==> src/rtl/sel_pipe_mux.sv <==
`default_nettype none
// ============================================================================
// Module   : sel_pipe_mux
// Brief    : Registered N-channel selector, directed-select or round-robin,
//            with valid/ready handshake on both sides.
// Revision : 1.0
// ============================================================================
module sel_pipe_mux #(
  parameter  int WIDTH = 16,
  parameter  int N     = 6,
  localparam int SEL_W = $clog2(N)
) (
  input  logic                 clk,
  input  logic                 rst,
  input  logic [N*WIDTH-1:0]   in_data,
  input  logic [N-1:0]         in_valid,
  output logic [N-1:0]         in_ready,
  input  logic                 mode,
  input  logic [SEL_W-1:0]     sel,
  output logic [WIDTH-1:0]     out_data,
  output logic [SEL_W-1:0]     out_chan,
  output logic                 out_valid,
  input  logic                 out_ready
);

  localparam logic [SEL_W-1:0] c_last = SEL_W'(N - 1);
  localparam logic [SEL_W:0]   c_n    = (SEL_W + 1)'(N);

  logic             r_out_valid;
  logic [WIDTH-1:0] r_out_data;
  logic [SEL_W-1:0] r_out_chan;
  logic [SEL_W-1:0] r_rr_ptr;

  logic             w_load_en;
  logic             w_grant;
  logic             w_xfer;
  logic [SEL_W-1:0] w_gnt_idx;
  logic [SEL_W-1:0] w_tgt;
  logic [SEL_W:0]   w_sum;
  logic [SEL_W-1:0] w_ptr_nxt;

  assign w_load_en = !r_out_valid || out_ready;

  always_comb begin
    w_grant   = 1'b0;
    w_gnt_idx = '0;
    w_tgt     = '0;
    w_sum     = '0;
    if (!mode) begin
      // Codes past the last channel clamp to it, matching the legacy mux.
      w_tgt     = (sel > c_last) ? c_last : sel;
      w_gnt_idx = w_tgt;
      w_grant   = in_valid[w_tgt];
    end else begin
      // Scan from the far end so the channel nearest rr_ptr is the last to win.
      for (int k = N - 1; k >= 0; k--) begin
        w_sum = {1'b0, r_rr_ptr} + (SEL_W + 1)'(k);
        if (w_sum >= c_n) begin
          w_sum = w_sum - c_n;
        end
        if (in_valid[w_sum[SEL_W-1:0]]) begin
          w_grant   = 1'b1;
          w_gnt_idx = w_sum[SEL_W-1:0];
        end
      end
    end
  end

  assign w_xfer    = w_grant && w_load_en;
  assign w_ptr_nxt = (w_gnt_idx == c_last) ? '0 : w_gnt_idx + 1'b1;
  assign in_ready  = (w_xfer && !rst) ? (N'(1) << w_gnt_idx) : '0;

  always_ff @(posedge clk or posedge rst) begin
    if (rst) begin
      r_out_valid <= 1'b0;
      r_out_data  <= '0;
      r_out_chan  <= '0;
      r_rr_ptr    <= '0;
    end else if (w_xfer) begin
      r_out_valid <= 1'b1;
      r_out_data  <= in_data[w_gnt_idx*WIDTH +: WIDTH];
      r_out_chan  <= w_gnt_idx;
      r_rr_ptr    <= w_ptr_nxt;
    end else if (r_out_valid && out_ready) begin
      r_out_valid <= 1'b0;
    end
  end

  assign out_valid = r_out_valid;
  assign out_data  = r_out_data;
  assign out_chan  = r_out_chan;

endmodule
`default_nettype wire

==> config.mk <==
export PLATFORM = sky130hd
export DESIGN_NAME = sel_pipe_mux
export DESIGN_NICKNAME = d
export VERILOG_FILES = /design/src/rtl/sel_pipe_mux.sv
export SDC_FILE = /design/constraint.sdc
export NUM_CORES = 1
export LEC_CHECK = 0
export BUFFER_PORTS_ARGS = -buffer_cell sky130_fd_sc_hd__buf_4
export CAP_MARGIN = 15
export CORE_ASPECT_RATIO = 1.4
export CORE_MARGIN = 5
export CORE_UTILIZATION = 38
export CTS_CLUSTER_DIAMETER = 80
export DETAILED_ROUTE_END_ITERATION = 7
export PLACE_DENSITY = 0.67
export SYNTH_ARGS = -nofsm -noshare
export SYNTH_HDL_FRONTEND = slang
export SYNTH_SLANG_ARGS = --single-unit
==> constraint.sdc <==
create_clock -name clk -period 8.4 [get_ports clk]
set_input_delay 0.84 -clock clk [delete_from_list [all_inputs] [get_ports clk]]
set_output_delay 0.84 -clock clk [all_outputs]
set_load 0.005 [all_outputs]
* Word-level counts from Yosys, hierarchy flattened
Index checks and enable logic that the tools add are counted.
** Storage, ports and cells
- Bits in registers :: 23
** Operators by class
- Shift operators :: 2
- Reduce and logical (&&, ||, !) cells :: 7
- Magnitude comparators :: 14
- Multiplexer cells :: 45
- Equality and inequality tests :: 1
- Add/sub/neg operators :: 12
** Operator list (count)
- $shiftx 96x8->16 :: 1
- $mux 3 :: 21
- $lt 3x4->1 const B :: 7
- $bmux 1 s3 :: 7
- $ge 4x3->1 const B :: 5
- $sub 3x3->3 const B :: 6
- $mux 1 :: 16
- $add 3x2->4 const B :: 2
- $add 3x3->4 const B :: 2
- $mux 6 :: 1
- $shl 1x3->6 const A :: 1
- $add 3x1->4 const B :: 1
- $add 3x1->3 const B :: 1
- $eq 3x3->1 const B :: 1
- $ge 3x3->1 const B :: 1
- $gt 3x3->1 const B :: 1
- $logic_and 1x1->1 :: 3
- $logic_not 1->1 :: 2
- $reduce_bool 2->1 :: 1
- $logic_or 1x1->1 :: 1

* Longest topological paths before layout
- Word-level depth :: 16
- Depth in mapped cells :: 15
- Mapped depth without buffers :: 12

* Worst setup path before layout
No wires, ideal clock.
- Kind :: register to output
- Start :: register r_rr_ptr[1]
- End :: output in_ready[3]
- Cell stages (with the launch flop) :: 15
- Arrival :: 3.019 ns
- Setup slack :: 4.541 ns
- Cells stage by stage :: dfrtp_1 > inv_1 > ha_1 > buf_6 > mux4_2 > and2_4 > o21bai_4 > a31oi_4 > nor4b_2 > nor4_4 > buf_6 > buf_4 > nor2_1 > ha_1 > and3_1
** Between the ends
- Longest elaborated chain between the ends :: 16
** Ends and longest elaborated chain
- start, declared :: RTL line 32 : logic [SEL_W-1:0] r_rr_ptr;
- start signal, assigned :: RTL line 83 : r_rr_ptr <= w_ptr_nxt;
- $add 3x3->4 :: RTL line 57 : w_sum = {1'b0, r_rr_ptr} + (SEL_W + 1)'(k);
- $ge 4x3->1 / $sub 3x3->3 (equally long branches) :: RTL line 58, 59
- $mux 3 :: RTL line 58 : if (w_sum >= c_n) begin
- $mux 3 :: RTL line 49 : if (!mode) begin
- $bmux 1 s3 :: RTL line 61 : if (in_valid[w_sum[SEL_W-1:0]]) begin
- $mux 1 (implied by the code) :: RTL line 61
- $mux 1 (6 in series) :: RTL line 61
- $mux 1 :: RTL line 49
- $logic_and 1x1->1 :: RTL line 69 : assign w_xfer = w_grant && w_load_en;
- $logic_and 1x1->1 :: RTL line 71 : assign in_ready = (w_xfer && !rst) ? (N'(1) << w_gnt_idx) : '0;
- $mux 6 * :: RTL line 71
- end, declared :: RTL line 17 : output logic [N-1:0] in_ready,
Every way passes the cells marked *; elsewhere a longest branch is shown, timed or not. The select of a mux whose other input is x is not followed.

* Worst setup path in the final report
- Start :: register r_rr_ptr[0]
- End :: output in_ready[1]
The elaborated chain is that of the path after synthesis.

==> run summary <==
Based on the critical path, the design can be clocked at up to 184 MHz. The worst hold path cell count was 1; the least setup slack across all paths after layout was 2.96 ns. In this design, the stage delay of the slowest critical-path cell is 0.97 ns. For this run, the register share of the synthesized area comes to 18.8%. The power share of the sequential group is 12.7%. The number of different library cells used by synthesis comes to 70. In this run the tightest slew margin relative to its limit is 28.5%.

STA classifies the critical path endpoint as a primary output. Relative contribution of the clock network to total power: 4.1%. The tools report the maximum buffer depth of the clock tree as 2. Ranked by instance count, the synthesized netlist is headed by 37 x sky130_fd_sc_hd__o21ai_0, 23 x sky130_fd_sc_hd__dfrtp_1, 23 x sky130_fd_sc_hd__mux2i_1.

The final critical path takes up 64.7% of the cycle. Post-synthesis to final-layout area growth: 32.0%. The cell with the most instances after synthesis was sky130_fd_sc_hd__o21ai_0. The critical path is of the reg -> out type. The fraction of synthesized area in multiplexers works out to 11.2%. The top-area cell type share of the netlist area is 18.8%, and the first-pass GRT wire length is 16600 µm.

The die covers 9970 µm². The dominant cell type by area after synthesis is sky130_fd_sc_hd__dfrtp_1. The final number of hold-violating endpoints is 0, and the max-slew violation count is 0. At the placement stage, the worst setup path has a slack of 3.36 ns. The synthesized-area fraction occupied by adder cells is 4.09%, and the total internal power is 0.000831 W.

The buffer and inverter count on the worst path works out to 2. For this design the total switching power over the nets is 0.000953 W. The tools report the total number of yosys warnings as 0. The number of global-route vias before repair is 3351, and the maximum fanout count along the critical path is 33. The combinational share of power came out at 83.2%.

The tools report the root buffer selected by CTS as sky130_fd_sc_hd__clkbuf_8. The synthesized netlist devotes 38.2% of its cell area to compound gates. The setup slack of the most critical reg-to-reg path came out at 3.65 ns. The logs give 578 for the final layout net count and 0 for the cts-stage hold buffer count. The logs give 0 for the number of antenna violations at the first check in global routing and 23 for the number of clock sinks. The number of max-cap violations came out at 0. For the finished layout, the period the worst path requires is 5.44 ns. Of the total power, the share spent switching nets is 53.4%. The logs give 124 for the number of design-rule violations left by the first detailed-router iteration and 0 for the post-route DRC violation count. Clock-pin slew was measured on the worst setup and hold paths at 0.09 ns.

The number of buffers added for setup after CTS is 0, and the number of top-level design ports is 135. Family with the most delay on the worst path: simple AND/OR/NAND/NOR gates. For this run, asynchronously set or reset flops after synthesis account for 100%.

In this run, synthesis produced a sequential element count of 23. The run gives 3060 µm² as the cell area after synthesis. From bottom edge to top edge, the die measures 116 µm.

In this run the power density over the cells is 442 nW/µm². The sum of overflow across all layers after global routing is 0. Setup repair after global routing left no endpoint under its margin.

The combinational family with the most area after synthesis was compound AO/OA/AOI/OAI gates. Routability-driven placement finished with a final weighted congestion of 0.983. TritonCTS built the clock tree. At the pin with the least slew margin, the transition time is 1.07 ns. The HPWL reported at the end of detailed placement is 8730 µm, and the worst hold slack after final layout is 0.499 ns. Fraction of layout instances using a drive strength above 1: 40.0%.

The number of vias in the routed layout was 3285; the number of levels in the clock H-tree was 1. The synthesized-area fraction occupied by and/or/nand/nor cells was 16.9%. For this run, the leading register cell type out of synthesis is sky130_fd_sc_hd__dfrtp_1. Clock latency on the worst-skew pair, taken at its later pin, is 0.28 ns. The logs give 0 for the count of antenna diodes in the layout and 3 for the clock buffer count from CTS. The leakage power of the design came out at 1.75 nW.

By area the synthesized netlist is led by sky130_fd_sc_hd__dfrtp_1 19%, sky130_fd_sc_hd__mux2i_1 7.5%, sky130_fd_sc_hd__o21ai_0 6.1%. The first detailed-routing pass took 4 iterations. Setup violations remaining at the end of the flow were counted as 0. The wire length per cell is 19.5 µm. The die width came out at 85.8 µm.

The data required time of the critical path came out at 7.56 ns. The final core area utilization was 51.8%. A synthesized cell averages 8.77 µm². Once the floorplan was initialized, standard cells occupied 39.2% of the core. For the total power, the log shows 0.00178 W. The flow ran to the end, and the final reports show no timing, DRC or antenna violations.

Traced cell by cell, the critical path runs through inv_2 > ha_1 > nor4b_1 > o21ai_1 > and3_1 > o31a_2 > o21ai_4 > nand3_1 > nor4_1 > buf_4. The setup TNS is 0 ns, and the maximum number of pins on one net before global-route repair is 53. The synthesized design contains 0 enable-type register cells. The run gives 468 as the synthesized netlist net count.

STA classifies the critical path startpoint as a register. The count of cells along the worst register-to-register path is 12, and the number of buffers added on ports is 134. The count of cells resized by post-cts repair is 0. For the largest clock skew in the final design, the log shows 0.00959 ns. The class of the tightest hold or removal check was reg -> reg. The number of cells on the critical path was 10; the worst voltage drop across the vdd grid was 209 µV. STA puts the critical path data arrival time at 4.60 ns. Global routing consumed, over all layers together, 21.3% of the routing resources. The run gives 349 as the gate count after technology mapping. The number of antenna-violating nets in the routed design is 0. The region available for standard cell placement spans 7800 µm².

After floorplanning, the core was divided into 38 placement rows. After Yosys synthesis, XOR and XNOR cells account for 2.25% of the synthesized area. After detailed routing, the number of vias per cell comes to 5.89. Wires add up to 10900 µm. Among all stages on the critical path, the largest delay is contributed by sky130_fd_sc_hd__dfrtp_1.
==> stage by stage <==
| stage | std cells | area [µm²] |
|---|---|---|
| final | 558 | 4040 |
| after global routing | 558 | 4040 |
| after CTS | 557 | 4020 |
| after detailed placement | 553 | 3980 |
| after global placement | 553 | 3980 |
| after floorplan | 349 | 3060 |
==> state kept, by name, summed over array words and instances (netlist names) <==
name / flops
out_data: 16
out_chan: 3
out_valid: 1
r_rr_ptr: 3
==> final timing paths <==
kind,endpoint,startpoint
hold reg to reg,out_chan[0]$_DFFE_PP0P_,out_chan[0]$_DFFE_PP0P_
max in group asynchronous,out_data[15]$_DFFE_PP0P_,rst
setup reg to reg,out_data[2]$_DFFE_PP0P_,r_rr_ptr[0]$_DFFE_PP0P_
hold / removal,out_chan[0]$_DFFE_PP0P_,out_chan[0]$_DFFE_PP0P_
setup / recovery,in_ready[1],r_rr_ptr[0]$_DFFE_PP0P_
min in group asynchronous,out_chan[1]$_DFFE_PP0P_,rst
==> logic make-up after synthesis <==
kind of cell / Yosys count
AOI/OAI and AO/OA: 148
xor gates and xnor gates: 7
adders and majority gates: 10
buffers and inverters: 40
DFF: 23
muxes: 29
and+or+nand+nor: 92
==> area by class of cell <==
class / count / area, µm²
inverter: 8 / 30.0
fill: 791 / 3760
tap: 100 / 125
timing repair buffer: 137 / 1040
clock buffer: 4 / 45.0
sequential: 23 / 576
multi-input combinational: 286 / 2230
==> power by group through the flow <==
stage / sequential (W) / combinational, W / clock [W]
floorplan: 0.000204 / 0.00121 / 0
global placement: 0.000228 / 0.00145 / 0
detailed placement: 0.000230 / 0.00147 / 0
CTS: 0.000228 / 0.00147 / 0.0000752
global route: 0.000235 / 0.00160 / 0.0000788
finish: 0.000227 / 0.00148 / 0.0000724
==> routing by layer <==
layer  track usage (%)  share of wire [%]
met1              22.6                 37
met2              39.1                 52
met3              6.85                9.4
met4              7.92                2.0
met5                 0                  0
==> cell usage in the layout (no fill, tap or decap), types with 8 or more instances in the layout <==
cell | Yosys | routed
sky130_fd_sc_hd__dfrtp_1 | 23 | 23
sky130_fd_sc_hd__o2bb2ai_1 | 16 | 16
sky130_fd_sc_hd__nand2b_1 | 8 | 8
sky130_fd_sc_hd__a31oi_1 | 18 | 18
sky130_fd_sc_hd__a32o_1 | 17 | 17
sky130_fd_sc_hd__nand3_1 | 20 | 20
sky130_fd_sc_hd__mux2i_1 | 23 | 23
sky130_fd_sc_hd__ha_1 | 10 | 10
sky130_fd_sc_hd__a21oi_2 | 16 | 17
sky130_fd_sc_hd__nand2_1 | 16 | 16
sky130_fd_sc_hd__o21ai_0 | 37 | 37
sky130_fd_sc_hd__nor2_1 | 15 | 15
sky130_fd_sc_hd__buf_4 | 5 | 136
Power figures use the tool's default switching activity.
